$ cat src/rtl/raw10_unpacker.sv
// raw10_unpacker: CSI-2 RAW10 byte stream (2 bytes/clk) to 4-pixel words.
// Define RAW10_MSB_ALIGN_EN for left-justified pixels; default is zero-extended.
module raw10_unpacker (
  input  logic        clk,
  input  logic        reset,
  input  logic [15:0] din,
  input  logic        frame_active,
  input  logic        frame_valid,
  output logic [63:0] dout,
  output logic        valid
);

  typedef enum logic [2:0] {
    PH0, PH1, PH2, PH3, PH4
  } phase_t;

  phase_t      r_phase;
  phase_t      w_phase_nxt;
  logic [7:0]  r_m0, r_m1, r_m2, r_m3;
  logic [7:0]  w_lo, w_hi;
  logic        w_take;
  logic        w_emit;
  logic [63:0] w_grp;

  assign w_lo   = din[7:0];
  assign w_hi   = din[15:8];
  assign w_take = frame_active & frame_valid;

  function automatic logic [15:0] f_pix(
    input logic [7:0] msb,
    input logic [1:0] lsb
  );
`ifdef RAW10_MSB_ALIGN_EN
    return {msb, lsb, 6'b0};
`else
    return {6'b0, msb, lsb};
`endif
  endfunction

  // Phase register; packet gaps and reset return to the first beat.
  always_ff @(posedge clk) begin
    if (reset) r_phase <= PH0;
    else       r_phase <= w_phase_nxt;
  end

  // Next phase and the group assembled on an LSB-carrying beat.
  always_comb begin
    w_phase_nxt = r_phase;
    w_emit      = 1'b0;
    w_grp       = '0;
    if (!frame_active) begin
      w_phase_nxt = PH0;
    end else if (frame_valid) begin
      unique case (r_phase)
        PH0: w_phase_nxt = PH1;
        PH1: w_phase_nxt = PH2;
        PH2: begin
          w_phase_nxt = PH3;
          w_emit      = 1'b1;
          w_grp       = {f_pix(r_m3, w_lo[7:6]),
                         f_pix(r_m2, w_lo[5:4]),
                         f_pix(r_m1, w_lo[3:2]),
                         f_pix(r_m0, w_lo[1:0])};
        end
        PH3: w_phase_nxt = PH4;
        PH4: begin
          w_phase_nxt = PH0;
          w_emit      = 1'b1;
          w_grp       = {f_pix(w_lo, w_hi[7:6]),
                         f_pix(r_m2, w_hi[5:4]),
                         f_pix(r_m1, w_hi[3:2]),
                         f_pix(r_m0, w_hi[1:0])};
        end
        default: w_phase_nxt = PH0;
      endcase
    end
  end

  // Byte holding registers; slot 0 is reused for B0 while group A emits.
  always_ff @(posedge clk) begin
    if (reset || !frame_active) begin
      r_m0 <= '0;
      r_m1 <= '0;
      r_m2 <= '0;
      r_m3 <= '0;
    end else if (w_take) begin
      unique case (r_phase)
        PH0: begin
          r_m0 <= w_lo;
          r_m1 <= w_hi;
        end
        PH1: begin
          r_m2 <= w_lo;
          r_m3 <= w_hi;
        end
        PH2: r_m0 <= w_hi;
        PH3: begin
          r_m1 <= w_lo;
          r_m2 <= w_hi;
        end
        default: ;
      endcase
    end
  end

  // Registered output word and one-cycle valid pulse; dout holds otherwise.
  always_ff @(posedge clk) begin
    if (reset) begin
      dout  <= '0;
      valid <= 1'b0;
    end else begin
      valid <= w_emit;
      if (w_emit) dout <= w_grp;
    end
  end

endmodule

$ cat config.mk
export PLATFORM = sky130hd
export DESIGN_NAME = raw10_unpacker
export DESIGN_NICKNAME = d
export VERILOG_FILES = /design/src/rtl/raw10_unpacker.sv
export SDC_FILE = /design/constraint.sdc
export NUM_CORES = 1
export LEC_CHECK = 0
export CAP_MARGIN = 10
export CORE_MARGIN = 2
export CORE_UTILIZATION = 45
export CTS_CLUSTER_SIZE = 16
export DETAILED_ROUTE_END_ITERATION = 10
export GPL_TIMING_DRIVEN = 0
export PLACE_DENSITY = 0.79
export SLEW_MARGIN = 20
export SYNTH_ARGS = -nofsm -noshare
export SYNTH_HDL_FRONTEND = slang
export SYNTH_SLANG_ARGS = --single-unit
$ cat constraint.sdc
create_clock -name clk -period 1.22 [get_ports clk]
set_input_delay 0.244 -clock clk [delete_from_list [all_inputs] [get_ports clk]]
set_output_delay 0.244 -clock clk [all_outputs]
set_load 0.005 [all_outputs]
=== Word-level counts from Yosys, hierarchy flattened ===
Cells that the tools add are included.

* Output and inout port bits: 65
* Flip-flop bits (word level): 100
* Bits of input ports: 20

* Reduce and logical (&&, ||, !) cells: 12
* Mux-type cells: 10
* Equal/unequal tests: 4
* Bitwise logic cells: 2

{| class="wikitable"
|+ Operators by type and width
! operator !! number
|-
| two-way mux 58 bit || 2
|-
| case mux 58 bit (2 select lines) || 1
|-
| case mux 8 bit (2 select lines) || 3
|-
| case mux 3 bit (4 select lines) || 1
|-
| AND reduction 2 bit || 4
|-
| == test 3 x 2 -> 1 bit (second input constant) || 2
|-
| nonzero test 2 bit || 3
|-
| OR reduction 2 bit || 2
|-
| == test 3 x 1 -> 1 bit (second input constant) || 1
|-
| == test 3 bit (second input constant) || 1
|-
| zero test 3 bit || 1
|-
| two-way mux 1 bit || 3
|-
| AND 1 bit || 1
|-
| zero test 1 bit || 1
|-
| logical OR 1 bit || 1
|-
| inverter 1 bit || 1
|}

=== Logic depth before layout (Yosys ltp) ===
Gate-level depths: netlist of the first run.

* Word-level depth: 5
* Mapped depth: 6

=== Worst setup path after synthesis of the first run ===
Ideal clock, no wire load.

* Path type: register -> register
* Start: reg r_phase[2]
* End: reg r_m2[7]
* Stages on the path, launching flop included: 7
* Arrival: 1.200 ns
* Slack: -0.096 ns
* Required time: 1.103 ns
* Path buffers: 3
* Period minus slack after synthesis: 1.316 ns
* Cells stage by stage: dfxtp_1 buf_6 and3b_1 buf_6 buf_6 o21a_1 a22o_1

* Word-level cells in the longest chain between the ends: 3
* Elaborated cells on any way between the ends: 5
* Classes of those cells: eq/ne: 2; mux: 1; reduce/logical: 2

{| class="wikitable"
|+ RTL lines
! element !! line !! RTL
|-
| start: declaration || 17 || <nowiki>phase_t r_phase;</nowiki>
|-
| start signal: assignment || 43 || <nowiki>else r_phase <= w_phase_nxt;</nowiki>
|-
| == test 3 x 1 -> 1 bit or == test 3 x 2 -> 1 bit (tied branches) || 87 || <nowiki>unique case (r_phase)</nowiki>
|-
| nonzero test 2 bit (no line) || -- ||
|-
| AND reduction 2 bit (no line) || -- ||
|-
| end signal: assignment || 93 || <nowiki>r_m2 <= w_lo;</nowiki>
|-
| end signal: assignment || 99 || <nowiki>r_m2 <= w_hi;</nowiki>
|-
| end: declaration || 19 || <nowiki>logic [7:0] r_m0, r_m1, r_m2, r_m3;</nowiki>
|}

Several ways; a longest one is shown, not always the timed one.
A chain may end at the register's enable or synchronous reset.

=== Final worst setup path of the first run ===
* Start: reg r_phase[0]
* End: reg dout[25]

* Word-level cells in the longest chain between the ends: 5
* Elaborated cells on any way between the ends: 9
* Classes of those cells: eq/ne: 2; mux: 6; reduce/logical: 1

{| class="wikitable"
|+ RTL lines
! element !! line !! RTL
|-
| == test 3 x 2 -> 1 bit or == test 3 bit (tied branches) || 54 || <nowiki>unique case (r_phase)</nowiki>
|-
| OR reduction 2 bit (no line) || -- ||
|-
| two-way mux 1 bit || 54 ||
|-
| two-way mux 1 bit || 53 || <nowiki>end else if (frame_valid) begin</nowiki>
|-
| two-way mux 1 bit || 51 || <nowiki>if (!frame_active) begin</nowiki>
|-
| end signal: assignment || 113 || <nowiki>if (w_emit) dout <= w_grp;</nowiki>
|-
| end: declaration || 9 || <nowiki>output logic [63:0] dout,</nowiki>
|}

Several ways; a longest one is shown, not always the timed one.

==> results of run 1 <==
## stage by stage
stage / total power, mW / worst slack, ns / setup TNS, ns / hold slack, ns / area, um^2
6_report: 5.01 / -0.212 / -9.55 / 0.275 / 5740
4_1_cts: 4.97 / -0.180 / -8.44 / 0.266 / 5570
2_1_floorplan: 2.88 / -0.0875 / -0.992 / 0.392 / 3840
3_5_place_dp: 3.06 / -0.704 / -43.51 / 0.464 / 4550
3_3_place_gp: 3.05 / -0.670 / -41.82 / 0.460 / 4550
5_1_grt: 5.15 / -0.246 / -12.57 / 0.280 / 5740
## power by group through the flow
stage / Sequential (mW) / Combinational (mW) / Clock [mW]
6_report: 2.52 / 0.679 / 1.81
5_1_grt: 2.52 / 0.718 / 1.91
4_1_cts: 2.52 / 0.621 / 1.83
3_5_place_dp: 2.58 / 0.479 / 0
3_3_place_gp: 2.58 / 0.474 / 0
2_1_floorplan: 2.57 / 0.312 / 0
## placed cells by master (no fill, tap or decap), types with 17 or more instances in the layout
master         netlist  final
dfxtp_1             76     50
a21oi_1             58     39
dlygate4sd2_1        0     37
and3b_1             35     32
buf_4               25     32
o21ai_2              0     24
conb_1               1     24
buf_6                6     23
dfxtp_2              0     23
o21ai_1              1     20
a21oi_2              0     19
nand3_2              0     17
## Yosys cell counts, drive strengths merged
master,instances
dfxtp,76
nand3,32
a21oi,58
and3b,35
nand3b,3
nor3,2
a21o,1
nand2,18
conb,1
nor2,3
xor2,1
xnor2,2
and4b,1
inv,2
nand4b,1
clkbuf,19
a311oi,8
nor4,1
o21ba,1
o21ai,64
nand2b,11
nor3b,2
mux2i,1
and2,1
a22o,16
buf,45
o21a,16
## layer usage
layer | up-vias | wire [um]
met5 | - | 0
met4 | 0 | 528
met3 | 42 | 884
met2 | 155 | 6110
met1 | 1698 | 4760
li1 | 1739 | -
## worst min-delay path by stage
stage	startpoint	to	slack, ns	cells after the start
6_report	frame_valid	r_phase[2]	0.27	3
5_1_grt	reset	valid	0.28	2
4_1_cts	reset	valid	0.27	2
3_5_place_dp	r_m2[3]	dout[37]	0.46	2
3_3_place_gp	r_m1[1]	dout[19]	0.46	2
2_1_floorplan	din[11]	r_m3[3]	0.39	2
## state kept, by name, summed over array words and instances, names as in the netlist
signal   count
r_m1         8
r_m0         8
r_m3         8
valid        1
r_m2         8
dout        40
r_phase      3
## worst max-delay path, cell delays in order, from the launching register on
cell and delay [ns]:
dfxtp_4 0.38, buf_8 0.13, and3b_2 0.31, buf_12 0.15, buf_8 0.13, nand3_4 0.08
a21oi_2 0.16
## timing repair
item	CTS	global route
hold buffers	0	0
gates cloned	12	0
gates resized for setup	247	70
setup endpoints to repair	117	81
pin swaps	66	40
setup buffers	23	3
## layout make-up
class	instances	area, um^2	share of cell area
inverters	2	7.51	0.00131
clock buffers	9	124	0.0216
well taps	105	131	0.0229
repair buffers	93	958	0.167
multi-input cells	302	2350	0.409
flip-flops and latches	76	1560	0.272
plain buffers	61	554	0.0965
clock inverters	7	57.6	0.0100
## kinds of logic (layout without fill, tap and decap cells)
group           count (synthesis)  in the layout  share of synthesized area
buf+inv                        66            172                      0.110
compound gates                164            164                      0.272
mux                             1              1                    0.00270
xor+xnor                        3              3                     0.0121
flops                          76             76                      0.410
other cells                     1             24                    0.00101
simple gates                  110            110                      0.193
==> impl_metrics.toml, run 1 <==
[run_status]
status = "finished with violations"
failed_checks = "negative setup slack"

[layout]
drive_gt1_frac = 0.438
finalNonFillerCells = 655
area_delta_synth_final_pct = 54.6
nets = 565
finish.utilization = 0.709
antenna_cells = 0
fillers = 611

[setup_path]
endpoint = "dout[25]"
timing.rr.start = "r_phase[0]"
worstRegToRegCells = 6
critPathLaunchType = "flip-flop"
critical_path_class = "flip-flop to flip-flop"
worstSetupStartpoint = "r_phase[0]"
endpoint_kind = "flip-flop"
cp.arrival_ns = 1.71
crit_fanout = 5
critPathRequiredTime_ns = 1.50
regToRegSetupSlack_ns = -0.21
r2r_end = "dout[25]"

[synth]
synth.avg_cell_area_um2 = 8.82
ys_seq_area_frac = 0.410
synth_cell_types = 33
synthCells = 421
ys_warn_count = 0
ys_ff_latch = 76
synth_area_leaders = "dfxtp_1 41%, o21ai_0 8.5%, and3b_1 8.3%, a21oi_1 7.8%, buf_4 5.1%"
yosysTopAreaCell = "dfxtp_1"
synth_top_cell_area_share = 0.410
syn_area_um2 = 3710

[grt]
grt_usage = 0.280
grt_pass1_wl_mm = 18.8
grt_pass1_vias = 3583
use_met1 = 0.334
grt.busiest_layer = "met2"
antenna_found_initial = 0
grt_use_met2 = 0.467
grt_overflow_total = 0
use_met3 = 0.0599
grt_max_degree = 16

[floorplanning]
die_height_um = 94.8
floorplan.initialDensity = 0.459
fp-row-count = 33
die_area_um2 = 8990
die_w_um = 94.8
coreArea_um2 = 8090
io_pins = 85

[timing]
fin_crit_sh = 1.17
period_needed_ns = 1.43
hold_viol = 0
skew_ns = 0.0112
tightest_slew_ns = 0.777
slew_violations = 0
worst_slack_ns = -0.212
fmax_mhz = 698
max-slew-margin-rel = 0.482
finalSetupViolCount = 75
rsz0062_at_grt = "yes"

[clocking]
path_clk_slew_ns = 0.08
cts.sinks = 76
numCtsBuffers = 9
clock-root-buffer = "clkbuf_8"
cts_buffer_depth = 2
insertion_delay_ns = 0.37
htree_levels = 3
cts_tree = "built"

[place]
place_hpwl_mm = 7.40
gp_congestion = 0.964
dp_cells = 607
port_buffers = 58

[power_and_ir_drop]
power_frac_clock = 0.362
p_seq_frac = 0.503
powerDensity_nw_per_um2 = 873
p_leak_nw = 2.32
sw_frac_of_total = 0.286
p_switching_mw = 1.44
p_int_mw = 3.58
power_frac_comb = 0.135
vdd_drop_max_mv = 0.497

[drt]
wire_per_inst_um = 18.8
postRouteAntennaNets = 0
drcViolationCount = 0
dr.first_iter.drc_count = 250
totalWireLength_mm = 12.3
vias = 3634
avgViaCountPerCell = 5.55
firstDrtPassIters = 4

[worst_hold_path]
hp-class = "input pin to flip-flop"

[job]
maxCapViolations = 0
(Power assumes the default switching activity.)
==> inputs of run 2 (changes only) <==
--- a/config.mk
+++ b/config.mk
@@ -12,7 +12,9 @@
 export DETAILED_ROUTE_END_ITERATION = 10
 export GPL_TIMING_DRIVEN = 0
 export PLACE_DENSITY = 0.79
+export REMOVE_ABC_BUFFERS = 1
 export SLEW_MARGIN = 20
 export SYNTH_ARGS = -nofsm -noshare
 export SYNTH_HDL_FRONTEND = slang
 export SYNTH_SLANG_ARGS = --single-unit
+export TNS_END_PERCENT = 50
==> run 2 against run 1 <==
- the flow still finishes with violations (negative setup slack)
- first-iteration DRC count grew to 2.5 times the previous value
- global-route usage grew 2.0 points
- combinational power shrank 4.0%
- sequential share of layout area grew 1.9 points
- power grew 16%
- clock skew grew 0.00096 ns
- utilization shrank 4.9 points
- setup slack lost 0.031 ns
- routed wire length grew 14%
- clock-buffer cell count grew 1
- maximum frequency shrank 2.1%
- design area shrank 6.9%
- critical endpoint is now dout[51]
- largest cell class unchanged
- largest power group is now the clock network
==> impl_metrics.toml, run 2 (synthesis results as in run 1) <==
[run_status]
status = "finished with violations"
failed_checks = "negative setup slack"

[timing]
period_needed_ns = 1.46
tightest_slew_ns = 0.500
fin_crit_sh = 1.20
worst_slack_ns = -0.243
fmax_mhz = 683
max-slew-margin-rel = 0.667
finalSetupViolCount = 77
tns_ns = -9.27
rsz0062_at_grt = "yes"
skew_ns = 0.0121
slew_violations = 0
hold_viol = 0

[drt]
vias = 4054
dr.first_iter.drc_count = 632
postRouteAntennaNets = 0
drcViolationCount = 0
wire_per_inst_um = 22.7
firstDrtPassIters = 6
avgViaCountPerCell = 6.57
totalWireLength_mm = 14.0

[setup_path]
cp.arrival_ns = 1.71
path_common_cell = "buf_6"
critical_path_class = "flip-flop to flip-flop"
endpoint_kind = "flip-flop"
r2r_end = "dout[51]"
crit_fanout = 5
timing.rr.start = "r_phase[0]"
cpMaxStageDelayCell = "dfxtp_4"
regToRegSetupSlack_ns = -0.24
critPathTopFamily = "buffers and inverters"
critPathLaunchType = "flip-flop"
worstRegToRegCells = 7
cp_num_buf_inv = 4
path_cells = "buf_6 -> nand3b_1 -> buf_6 -> buf_6 -> buf_6 -> o21ai_2 -> a21oi_2"
cp.depth = 7
critPathMaxStageDelay_ns = 0.37
critPathRequiredTime_ns = 1.47

[layout]
area_delta_synth_final_pct = 44.0
antenna_cells = 0
register_area_um2 = 1560
largest-register = "dout"
largest_reg_flops = 40
final_cell_mix = "53 x a21oi_1, 53 x dfxtp_1, 33 x and3b_1, 33 x dlygate4sd2_1, 32 x nand3_1"
nets = 527
multiInputGateArea_um2 = 2280
drive_gt1_frac = 0.299
fillers = 619

[power_and_ir_drop]
p_seq_frac = 0.434
power_frac_clock = 0.454
p_int_mw = 4.39
power_frac_comb = 0.112
sw_frac_of_total = 0.245
vdd_drop_max_mv = 0.772
p_switching_mw = 1.42
powerDensity_nw_per_um2 = 1090
power_mw = 5.81
p_leak_nw = 2.16

[grt]
antenna_found_initial = 0
grt_usage = 0.300
grt_max_degree = 26
grt_pass1_vias = 3794
grt_pass1_wl_mm = 20.3
grt_overflow_total = 0

[floorplanning]
die_w_um = 94.8
coreArea_um2 = 8090
floorplan.initialDensity = 0.459
io_pins = 85
fp-row-count = 33
die_height_um = 94.8
die_area_um2 = 8990

[clocking]
cts_tree = "built"
cts.sinks = 76
cts_buffer_depth = 2
clock-root-buffer = "clkbuf_8"
insertion_delay_ns = 0.37
path_clk_slew_ns = 0.08
numCtsBuffers = 9
htree_levels = 3

[place]
place_hpwl_mm = 6.11
port_buffers = 60
gp_congestion = 0.888

[worst_hold_path]
min_to = "dout[37]"
holdCritStartpoint = "reset"
hp-class = "input pin to flip-flop"
hold_depth = 2

[job]
maxCapViolations = 0
[run 2: through the flow]
| stage | setup WS (ns) | hold slack, ns | area [um^2] | utilization | cells |
|---|---|---|---|---|---|
| 5_1_grt | -0.274 | 0.256 | 5350 | 0.661 | 617 |
| 2_1_floorplan | -1.25 | 0.313 | 3400 | - | 380 |
| 6_report | -0.243 | 0.246 | 5350 | 0.661 | 617 |
| 4_1_cts | -0.166 | 0.258 | 5160 | 0.638 | 614 |
| 3_5_place_dp | -1.16 | 0.463 | 4230 | 0.523 | 550 |
| 3_3_place_gp | -2.37 | 0.457 | 4130 | 0.511 | 545 |
[run 2: power by group through the flow]
stage	registers (mW)	clock network (mW)	logic [mW]
after floorplan	2.58	0	0.189
after global placement	2.59	0	0.365
after detailed placement	2.58	0	0.398
after CTS	2.51	2.60	0.578
after global routing	2.52	2.73	0.667
final	2.52	2.64	0.652
[run 2: per-layer routing]
metal	share of wire	up-vias	global-route usage
met2	0.45	404	0.476
met1	0.36	1855	0.355
li1	-	1671	-
met5	0	-	0
met4	0.070	0	0.200
met3	0.12	124	0.0798
[run 2: worst reg2reg max path: cells and delay by family, from the launching register on]
family                 cells  cell delay (ns)
and+or+nand+nor            1             0.21
AOI/OAI and AO/OA          2             0.21
DFF                        1             0.37
buffers and inverters      4             0.56
[run 2: cell type report]
cell class	instances	area share
clock buffer	10	0.0257
clock inverter	6	0.0253
inverter	2	0.00140
multi-input combinational	316	0.426
sequential	76	0.291
tap	105	0.0246
timing repair buffer	102	0.206
[run 2: worst max path at each step]
stage,from,slack (ns),end
6_report,r_phase[0],-0.24,dout[51]
3_3_place_gp,r_phase[1],-2.37,dout[20]
5_1_grt,r_phase[0],-0.27,dout[51]
2_1_floorplan,r_phase[1],-1.25,dout[0]
4_1_cts,r_phase[0],-0.17,dout[19]
3_5_place_dp,reset,-1.16,r_m0[6]
[run 2: repair_timing]
item                                    4_1_cts  5_1_grt
hold buffers                                  0        0
hold endpoints to repair                      0        0
buffers inserted                             30        4
gates cloned                                 18        0
pin swaps                                    20       27
resized for setup                           140       73
endpoints found under the setup margin      117       85
==> inputs of run 3 (changes only) <==
--- a/config.mk
+++ b/config.mk
@@ -8,6 +8,7 @@
 export CAP_MARGIN = 10
 export CORE_MARGIN = 2
 export CORE_UTILIZATION = 45
+export CTS_CLUSTER_DIAMETER = 100
 export CTS_CLUSTER_SIZE = 16
 export DETAILED_ROUTE_END_ITERATION = 10
 export GPL_TIMING_DRIVEN = 0
==> results of run 3 <==
Same layout as run 2: the final DEF is identical, and so are final timing and power.
